===== src/rtl/axi_lite_pkg.sv =====
// axi_lite_pkg: AXI4-Lite response codes, master state encoding and default widths.
package axi_lite_pkg;
  localparam int DEF_ADDR_W  = 32;
  localparam int DEF_DATA_W  = 32;
  localparam int DEF_TIMEOUT = 255;
  localparam logic [1:0] OKAY   = 2'b00;
  localparam logic [1:0] EXOKAY = 2'b01;
  localparam logic [1:0] SLVERR = 2'b10;
  localparam logic [1:0] DECERR = 2'b11;
  typedef enum logic [2:0] {IDLE, WR, WR_RESP, RD_ADDR, RD_DATA} mst_state_t;
endpackage


===== src/rtl/axi_timeout_cnt.sv =====
// axi_timeout_cnt: watchdog counter; clk/rst, clr restarts from 0, en counts, expired flags LIMIT-1 reached (LIMIT=0 never expires).
module axi_timeout_cnt #(
  parameter int LIMIT = 255
) (
  input  logic clk,
  input  logic rst,
  input  logic clr,
  input  logic en,
  output logic expired
);
  localparam int CW = LIMIT < 2 ? 1 : $clog2(LIMIT + 1);
  logic [CW-1:0] cnt;
  always_ff @(posedge clk) cnt <= (rst || clr) ? '0 : en ? cnt + 1'b1 : cnt;
  // the count includes the accepting edge, so expiry here aborts on the edge where it would reach LIMIT
  assign expired = (LIMIT != 0) && (cnt >= CW'(LIMIT - 1));
endmodule


===== src/rtl/axi_lite_master.sv =====
// axi_lite_master: single-outstanding AXI4-Lite initiator with response watchdog.
//   ACLK/ARESET (sync, active-high); user side cmd_valid/cmd_ready/cmd_write/cmd_addr/cmd_wdata/cmd_wstrb,
//   completion done/done_write/rdata/resp/timeout; AXI-Lite AW/W/B and AR/R master channels.
module axi_lite_master
  import axi_lite_pkg::*;
#(
  parameter int ADDR_W  = DEF_ADDR_W,
  parameter int DATA_W  = DEF_DATA_W,
  parameter int TIMEOUT = DEF_TIMEOUT
) (
  input  logic                ACLK,
  input  logic                ARESET,
  input  logic                cmd_valid,
  output logic                cmd_ready,
  input  logic                cmd_write,
  input  logic [ADDR_W-1:0]   cmd_addr,
  input  logic [DATA_W-1:0]   cmd_wdata,
  input  logic [DATA_W/8-1:0] cmd_wstrb,
  output logic                done,
  output logic                done_write,
  output logic [DATA_W-1:0]   rdata,
  output logic [1:0]          resp,
  output logic                timeout,
  output logic                AWVALID,
  output logic [ADDR_W-1:0]   AWADDR,
  input  logic                AWREADY,
  output logic                WVALID,
  output logic [DATA_W-1:0]   WDATA,
  output logic [DATA_W/8-1:0] WSTRB,
  input  logic                WREADY,
  input  logic                BVALID,
  input  logic [1:0]          BRESP,
  output logic                BREADY,
  output logic                ARVALID,
  output logic [ADDR_W-1:0]   ARADDR,
  input  logic                ARREADY,
  input  logic                RVALID,
  input  logic [DATA_W-1:0]   RDATA,
  input  logic [1:0]          RRESP,
  output logic                RREADY
);
  mst_state_t state, nxt;
  logic aw_done, w_done, aw_done_n, w_done_n;
  logic aw_n, w_n, b_n, ar_n, r_n;
  logic done_n, dw_n, to_n, abort, expired, accept;
  logic [1:0] resp_n;
  logic [DATA_W-1:0] rdata_n;
  assign cmd_ready = (state == IDLE) && !ARESET;
  assign accept = cmd_valid && cmd_ready;
  axi_timeout_cnt #(.LIMIT(TIMEOUT)) u_wdog (
    .clk(ACLK),
    .rst(ARESET),
    .clr(nxt == IDLE),
    .en(TIMEOUT != 0),
    .expired(expired)
  );
  always_comb begin
    nxt = state;
    aw_n = AWVALID;
    w_n = WVALID;
    b_n = BREADY;
    ar_n = ARVALID;
    r_n = RREADY;
    aw_done_n = aw_done;
    w_done_n = w_done;
    done_n = 1'b0;
    dw_n = done_write;
    to_n = timeout;
    resp_n = resp;
    rdata_n = rdata;
    abort = 1'b0;
    case (state)
      IDLE: if (accept) begin
        nxt = cmd_write ? WR : RD_ADDR;
        aw_n = cmd_write;
        w_n = cmd_write;
        ar_n = !cmd_write;
        aw_done_n = 1'b0;
        w_done_n = 1'b0;
      end
      WR: begin
        // AW and W retire independently; each VALID drops after its own handshake
        aw_done_n = aw_done || (AWVALID && AWREADY);
        w_done_n = w_done || (WVALID && WREADY);
        aw_n = AWVALID && !AWREADY;
        w_n = WVALID && !WREADY;
        if (aw_done_n && w_done_n) begin
          nxt = WR_RESP;
          b_n = 1'b1;
        end else abort = expired;
      end
      WR_RESP: if (BVALID) begin
        nxt = IDLE;
        b_n = 1'b0;
        resp_n = BRESP;
        dw_n = 1'b1;
        to_n = 1'b0;
        done_n = 1'b1;
      end else abort = expired;
      RD_ADDR: if (ARREADY) begin
        nxt = RD_DATA;
        ar_n = 1'b0;
        r_n = 1'b1;
      end else abort = expired;
      RD_DATA: if (RVALID) begin
        nxt = IDLE;
        r_n = 1'b0;
        rdata_n = RDATA;
        resp_n = RRESP;
        dw_n = 1'b0;
        to_n = 1'b0;
        done_n = 1'b1;
      end else abort = expired;
      default: nxt = IDLE;
    endcase
    // watchdog abort withdraws VALID/READY mid-handshake; the slave must be reset afterwards
    if (abort) begin
      nxt = IDLE;
      {aw_n, w_n, b_n, ar_n, r_n} = '0;
      resp_n = SLVERR;
      to_n = 1'b1;
      dw_n = (state == WR) || (state == WR_RESP);
      done_n = 1'b1;
    end
  end
  always_ff @(posedge ACLK) begin
    if (ARESET) begin
      state <= IDLE;
      {AWVALID, WVALID, BREADY, ARVALID, RREADY} <= '0;
      {aw_done, w_done} <= '0;
      AWADDR <= '0;
      ARADDR <= '0;
      WDATA <= '0;
      WSTRB <= '0;
      {done, done_write, timeout} <= '0;
      rdata <= '0;
      resp <= '0;
    end else begin
      state <= nxt;
      {AWVALID, WVALID, BREADY, ARVALID, RREADY} <= {aw_n, w_n, b_n, ar_n, r_n};
      {aw_done, w_done} <= {aw_done_n, w_done_n};
      {done, done_write, timeout} <= {done_n, dw_n, to_n};
      rdata <= rdata_n;
      resp <= resp_n;
      if (accept && cmd_write) begin
        AWADDR <= cmd_addr;
        WDATA <= cmd_wdata;
        WSTRB <= cmd_wstrb;
      end
      if (accept && !cmd_write) ARADDR <= cmd_addr;
    end
  end
endmodule

===== config.mk =====
export PLATFORM = sky130hd
export DESIGN_NAME = axi_lite_master
export DESIGN_NICKNAME = d
export VERILOG_FILES = /design/src/rtl/axi_lite_pkg.sv /design/src/rtl/axi_timeout_cnt.sv /design/src/rtl/axi_lite_master.sv
export SDC_FILE = /design/constraint.sdc
export NUM_CORES = 1
export LEC_CHECK = 0
export ABC_CLOCK_PERIOD_IN_PS = 2350
export CORE_MARGIN = 3
export CORE_UTILIZATION = 35
export CTS_BUF_LIST = sky130_fd_sc_hd__clkbuf_16
export DETAILED_ROUTE_END_ITERATION = 8
export GPL_TIMING_DRIVEN = 1
export HOLD_SLACK_MARGIN = 0.03
export PLACE_DENSITY = 0.67
export SLEW_MARGIN = 20
export SYNTH_ARGS = -nofsm -noshare
export SYNTH_HDL_FRONTEND = slang
export SYNTH_SLANG_ARGS = --single-unit

===== constraint.sdc =====
create_clock -name ACLK -period 2.35 [get_ports ACLK]
set_input_delay 0.705 -clock ACLK [delete_from_list [all_inputs] [get_ports ACLK]]
set_output_delay 0.705 -clock ACLK [all_outputs]
set_load 0.05 [all_outputs]

==> qor.csv, run 1 <==
metric,value,unit
status,"complete, no violations",
Final Slew Violations,0,
RSZ-0062 raised after global routing,no,
"Worst Setup Slack, final",0.0527,ns
CP Max Fanout,2,
Yosys top cell area share,54.9,%
routed len/inst,14.9,um
DRT Pass-1 Iters,6,
gpl congestion,0.757,
Tcrit/Tclk final,97.8,%
Non-Filler Instances,1164,
layout cell share with drive strength beyond 1,6.19,%
slowest cell on the critical path,clkdlybuf4s50_1,
hold slack,0.452,ns
Synth area leader,dfxtp_1,
register area,3100,sq um
final setup fails,0,
Root Buffer,clkbuf_16,
PwrDens,689,nW/um^2
Post-Syn Instances,699,
Arrival @ worst endpoint,1.59,ns
"commonest non-fill, non-tap cell in the layout",nand2_1,
Fin. Hold Viols,0,
# port buffers,255,
leakage,3.21,nW
"Min Clock Period, post-route",2.30,ns
Startpoint Class,flip-flop,
multi-input logic area,2320,sq um
Avg Inst Size Synth,8.09,sq um
"Hold-fix buffers, CTS",0,
die area,17700,sq um
Worst Path Required,1.64,ns
Ys Warns,0,
Die Span Y,133,um
CTS Buf Count,17,
TritonCTS clock tree,yes,
register area share after synthesis,54.9,%
Worst Path Buf+Inv,1,
skew final,0.00891,ns
initial antenna violation count,0,
number of distinct library cells after synthesis,42,
Yosys reg bits,155,
H-tree levels,4,
fill count,1446,
CP Capture Type,output port,
Synth area leaders,"dfxtp_1 55%, nand2_1 18%, a21oi_1 12%, buf_2 1.8%, clkbuf_1 1.7%",
FP Rows,45,
predominant post-synthesis flop cell,dfxtp_1,
asr flop ratio synth,0,%
Bufs on Longest Clock Path,2,
Clock transition at path regs,0.06,ns
die width,133,um
number of diodes,0,
first-pass GRT wire length,27000,um
Syn-to-layout area delta,60.4,%
maximum VDD drop,0.000505,V
Fmax,435,MHz
"commonest non-fill, non-tap cells in the layout","271 x nand2_1, 245 x clkdlybuf4s50_1, 155 x dfxtp_1",
total grt overflow,0,
worst slew pin tran,0.716,ns
Skew-Pair Late Insertion Delay,0.42,ns
CTS sink count,155,
number of remaining DRC errors,0,
total chip power,6.25,mW
largest net degree at the start of global routing,149,
I/O pin count,256,
Vias,5531,
Inst Count DP,1132,
Synth Net Count,814,
DRT Wirelength,17300,um
Syn Std Cell Area,5660,sq um
pre-CTS setup slack,-0.136,ns
Hold Crit Class,flip-flop to flip-flop,
"CP delay by family, top",buffers and inverters,
max incr delay on CP,0.83,ns
total track usage,19.0,%
Initial Util,36.5,%
initial drt markers,278,
postcts setup bufs,0,
# nets final,1055,
number of synthesized flops with an enable pin,0,
Max-Slew Margin vs Limit,52.2,%
Core Box Area,15500,sq um
Vias/cell,4.75,
Final ANT Viol Nets,0,
vias in the first global route,5049,
worst path cell trace,clkdlybuf4s50_1,
DP HPWL,11700,um
Max Cap Violations,0,
Crit Path Category,flip-flop to output port,
==> timing repair <==
action                     in CTS  in global routing
resized for setup               2                  5
setup endpoints to repair       2                  5
hold endpoints to repair        0                  0
==> cell usage after synthesis, types with 3 or more instances <==
library cell / count
mux2_2: 3
nor2_1: 5
clkbuf_1: 25
nor3_1: 14
nor4bb_1: 3
dfxtp_1: 155
inv_1: 3
o21ai_0: 3
buf_6: 3
a21oi_1: 138
nand2_1: 271
xor2_1: 5
buf_2: 20
nand3_1: 8
a211oi_1: 4
a31oi_1: 3
mux2i_1: 3
==> through the flow <==
| step | util, % | TNS, ns | cell area (sq um) |
|---|---|---|---|
| CTS | 58.5 | 0 | 9060 |
| finish | 58.6 | 0 | 9070 |
| detailed placement | 54.8 | -0.799 | 8490 |
| global placement | 54.8 | -0.488 | 8490 |
| floorplan | - | 0 | 5660 |
| global route | 58.6 | 0 | 9070 |
==> cell type report <==
| class | instances | area share (%) |
|---|---|---|
| clock buffers | 17 | 4.69 |
| clock inverters | 15 | 1.63 |
| inverters | 3 | 0.124 |
| multi-input cells | 491 | 25.6 |
| flip-flops and latches | 155 | 34.2 |
| well taps | 211 | 2.91 |
| repair buffers | 272 | 30.8 |
==> cells by family after synthesis <==
| logic type | count (synthesis) | synth area share [%] |
|---|---|---|
| adder cells (fa/ha/maj) | 2 | 0.442 |
| buffers and inverters | 53 | 4.42 |
| AND/OR/NAND/NOR | 317 | 23.2 |
| XOR/XNOR | 7 | 1.08 |
| AO/OA/AOI/OAI | 159 | 14.8 |
| multiplexers | 6 | 1.13 |
| flip-flops | 155 | 54.9 |
==> registers in the layout, summed over array words and instances (netlist names) <==
name,cells
resp,2
state,3
WSTRB,4
WVALID,1
RREADY,1
u_wdog.cnt,8
timeout,1
aw_done,1
w_done,1
WDATA,32
AWADDR,32
done_write,1
ARADDR,32
rdata,32
AWVALID,1
done,1
BREADY,1
ARVALID,1
==> power by group <==
part / switching (mW) / total [mW] / internal, mW
logic: 0.471 / 0.837 / 0.366
registers: 0.0521 / 2.75 / 2.70
clock network: 1.10 / 2.66 / 1.56
==> layer usage <==
metal | vias up | part of all wire, % | GRT usage [%]
li1 | 2788 | - | -
met1 | 2528 | 41 | 23.0
met2 | 204 | 48 | 30.8
met3 | 11 | 9.8 | 8.69
met4 | 0 | 1.1 | 5.03
met5 | - | 0 | 0
==> worst paths after layout <==
path	depth (start not counted)	startpoint	to	slack (ns)
max	1	ARADDR[20]	ARADDR[20]	0.05
min	2	rdata[23]	rdata[23]	0.45
max reg2reg	5	state[0]	u_wdog.cnt[5]	0.35
min reg2reg	2	rdata[23]	rdata[23]	0.45
(Power assumes the default switching activity.)
==> run 2: changes to the inputs <==
--- a/config.mk
+++ b/config.mk
@@ -9,6 +9,7 @@
 export CORE_MARGIN = 3
 export CORE_UTILIZATION = 35
 export CTS_BUF_LIST = sky130_fd_sc_hd__clkbuf_16
+export CTS_CLUSTER_SIZE = 25
 export DETAILED_ROUTE_END_ITERATION = 8
 export GPL_TIMING_DRIVEN = 1
 export HOLD_SLACK_MARGIN = 0.03
==> results of run 2 <==
The final DEF is identical to that of run 1; final timing and power are the same.
==> run 3: changes to the inputs <==
--- a/config.mk
+++ b/config.mk
@@ -5,15 +5,17 @@
 export SDC_FILE = /design/constraint.sdc
 export NUM_CORES = 1
 export LEC_CHECK = 0
+export ABC_AREA = 1
 export ABC_CLOCK_PERIOD_IN_PS = 2350
 export CORE_MARGIN = 3
 export CORE_UTILIZATION = 35
 export CTS_BUF_LIST = sky130_fd_sc_hd__clkbuf_16
 export CTS_CLUSTER_SIZE = 25
 export DETAILED_ROUTE_END_ITERATION = 8
+export DONT_BUFFER_PORTS = 1
 export GPL_TIMING_DRIVEN = 1
 export HOLD_SLACK_MARGIN = 0.03
-export PLACE_DENSITY = 0.67
+export PLACE_DENSITY = 0.47
 export SLEW_MARGIN = 20
 export SYNTH_ARGS = -nofsm -noshare
 export SYNTH_HDL_FRONTEND = slang
==> constraint.sdc (replaced) <==
create_clock -name ACLK -period 2.35 [get_ports ACLK]
set_input_delay 0.47 -clock ACLK [delete_from_list [all_inputs] [get_ports ACLK]]
set_output_delay 0.47 -clock ACLK [all_outputs]
set_load 0.05 [all_outputs]
==> run 3 against run 2 <==
  * Hold slack worse by 0.33 ns
  * Routed wire length is 13% lower
  * Non-clock buffer count is 264 lower
  * Final cell count is 20% lower
==> qor.csv, run 3 <==
metric,value,unit,change
Synth Net Count,835,,+2.6%
initial antenna violation count,0,,unchanged
top-count cell post-synth,nor2_1,,
"commonest non-fill, non-tap cell in the layout",nor2_1,,
maximum VDD drop,0.000459,V,-9.1%
CP Capture Type,flip-flop,,
CTS sink count,155,,unchanged
FP Rows,46,,+2.2%
final setup fails,0,,unchanged
"Hold-fix buffers, CTS",0,,unchanged
Final Util,39.5,%,-19 points
DRT Pass-1 Iters,4,,-2
DRT Wirelength,15100,um,-13%
Fmax,522,MHz,+20%
Final Slew Violations,0,,unchanged
Inst Count DP,902,,-20%
I/O pin count,256,,unchanged
"commonest non-fill, non-tap cells in the layout","220 x nor2_1, 155 x dfxtp_1, 116 x o21ai_0",,
Syn-to-layout area delta,9.90,%,
Root Buffer,clkbuf_16,,
Tcrit/Tclk final,81.5,%,-16 points
Commonest cells post-synth,"220 x nor2_1, 155 x dfxtp_1, 116 x o21ai_0",,
Vias,4550,,-18%
number of distinct library cells after synthesis,33,,-21%
Fin. Hold Viols,0,,unchanged
Startpoint Class,flip-flop,,
post-synthesis compound-gate area fraction,15.9,%,+1.1 points
total grt overflow,0,,unchanged
Non-Filler Instances,932,,-20%
layout cell share with drive strength beyond 1,7.54,%,+1.4 points
Clock transition at path regs,0.06,ns,about the same
PwrDens,917,nW/um^2,+33%
Bufs on Longest Clock Path,2,,unchanged
Post-Synth Adder-Cell Area,0.435,%,-0.0071 points
hold slack,0.123,ns,-0.329 ns
R2R setup slack,0.44,ns,+0.09 ns
Synth area leaders,"dfxtp_1 54%, nor2_1 14%, o21ai_0 10%, a21oi_1 3.8%, inv_1 3.0%",,
CP Max Fanout,68,,+66
die area,18000,sq um,+1.6%
worst path cell trace,nor2_4 > nand4_4 > nor2_8 > buf_4 > o21ai_0 > nor2_1,,
gpl congestion,0.784,,+3.6%
Max Cap Violations,0,,unchanged
Post-Syn Instances,720,,+3.0%
CTS Buf Count,17,,unchanged
Skew-Pair Late Insertion Delay,0.41,ns,about the same
Hold Crit Class,input port to flip-flop,,
RSZ-0062 raised after global routing,no,,
Max-Slew Margin vs Limit,52.7,%,+0.52 points
Total Neg Setup Slack,0,ns,unchanged
H-tree levels,4,,unchanged
max incr delay on CP,0.56,ns,-0.27 ns
postcts setup bufs,0,,unchanged
# nets final,820,,-22%
skew final,0.00912,ns,+0.000218 ns
post-synthesis mux area share,0.196,%,-0.93 points
predominant post-synthesis flop cell,dfxtp_1,,
number of synthesized flops with an enable pin,0,,unchanged
Yosys top cell area share,54.0,%,-0.88 points
first-pass GRT wire length,23400,um,-13%
Post-CTS Resized,0,,-2
Ys Warns,0,,unchanged
total track usage,16.3,%,-2.7 points
Final ANT Viol Nets,0,,unchanged
Core Box Area,16000,sq um,+3.3%
Synth Area in XOR/XNOR,0.914,%,-0.17 points
Die Span Y,134,um,+0.78%
Arrival @ worst endpoint,2.26,ns,+0.67 ns
Worst Path Buf+Inv,1,,unchanged
Synth area leader,dfxtp_1,,
register area share after synthesis,54.0,%,-0.88 points
leakage,2.59,nW,-19%
Vias/cell,4.88,,+2.7%
Avg Inst Size Synth,7.99,sq um,-1.3%
Crit Path Category,flip-flop to flip-flop,,
initial drt markers,223,,-20%
"CP delay by family, top",simple AND/OR/NAND/NOR gates,,
Syn Std Cell Area,5750,sq um,+1.6%
TritonCTS clock tree,yes,,
main combinational cell family by area after synthesis,simple AND/OR/NAND/NOR gates,,
# port buffers,0,,-100%
slowest cell on the critical path,buf_4,,
vias in the first global route,4434,,-12%
Worst Path Required,2.70,ns,+1.06 ns
number of remaining DRC errors,0,,unchanged
die width,134,um,+0.78%
number of diodes,0,,unchanged
largest net degree at the start of global routing,77,,-48%
Yosys reg bits,155,,unchanged
asr flop ratio synth,0,%,unchanged
DP HPWL,10600,um,-9.2%
"Min Clock Period, post-route",1.91,ns,-0.383 ns
status,"complete, no violations",,
routed len/inst,16.2,um,+9.1%
simple-gate share of the synthesized area,20.1,%,-3.2 points
worst slew pin tran,0.709,ns,-0.00686 ns
Initial Util,35.9,%,-0.60 points
run 3: cell type report:
cell class,count,area [sq um]
Multi-Input combinational cell,472,2170
Clock inverter,13,81.3
Tap cell,216,270
Sequential cell,155,3100
Timing Repair Buffer,8,72.6
Clock buffer,17,425
Fill cell,1722,9680
Inverter,51,196
run 3: metal layers:
layer | part of all wire [%] | up-vias | GRT usage, %
li1 | - | 2275 | -
met1 | 39 | 2058 | 18.0
met2 | 46 | 204 | 26.9
met3 | 13 | 13 | 8.89
met4 | 1.6 | 0 | 5.26
met5 | 0 | - | 0
run 3: final timing paths:
path / start / to / depth (start not counted)
max: state[1] / WDATA[15] / 6
min: ARESET / done_write / 1
max reg2reg: state[1] / WDATA[15] / 6
min reg2reg: w_done / w_done / 2
run 3: per-stage QoR:
stage | power (mW) | setup WS [ns] | instance area, sq um
floorplan | 3.42 | 0.389 | 5760
global placement | 3.48 | 0.359 | 5810
detailed placement | 3.49 | 0.325 | 5810
CTS | 5.88 | 0.424 | 6320
global route | 6.05 | 0.211 | 6320
finish | 5.80 | 0.435 | 6320
run 3: kinds of logic after synthesis:
kind of cell	Yosys count
buffers and inverters	93
and+or+nand+nor	281
DFF	155
adders and majority gates	2
AOI/OAI and AO/OA	182
muxes	1
xor gates and xnor gates	6
run 3: where the power goes:
part	total [mW]	switching [mW]	internal, mW
Combinational	0.278	0.193	0.0843
Clock	2.37	1.05	1.32
Sequential	3.15	0.413	2.73
Total	5.80	1.66	4.14
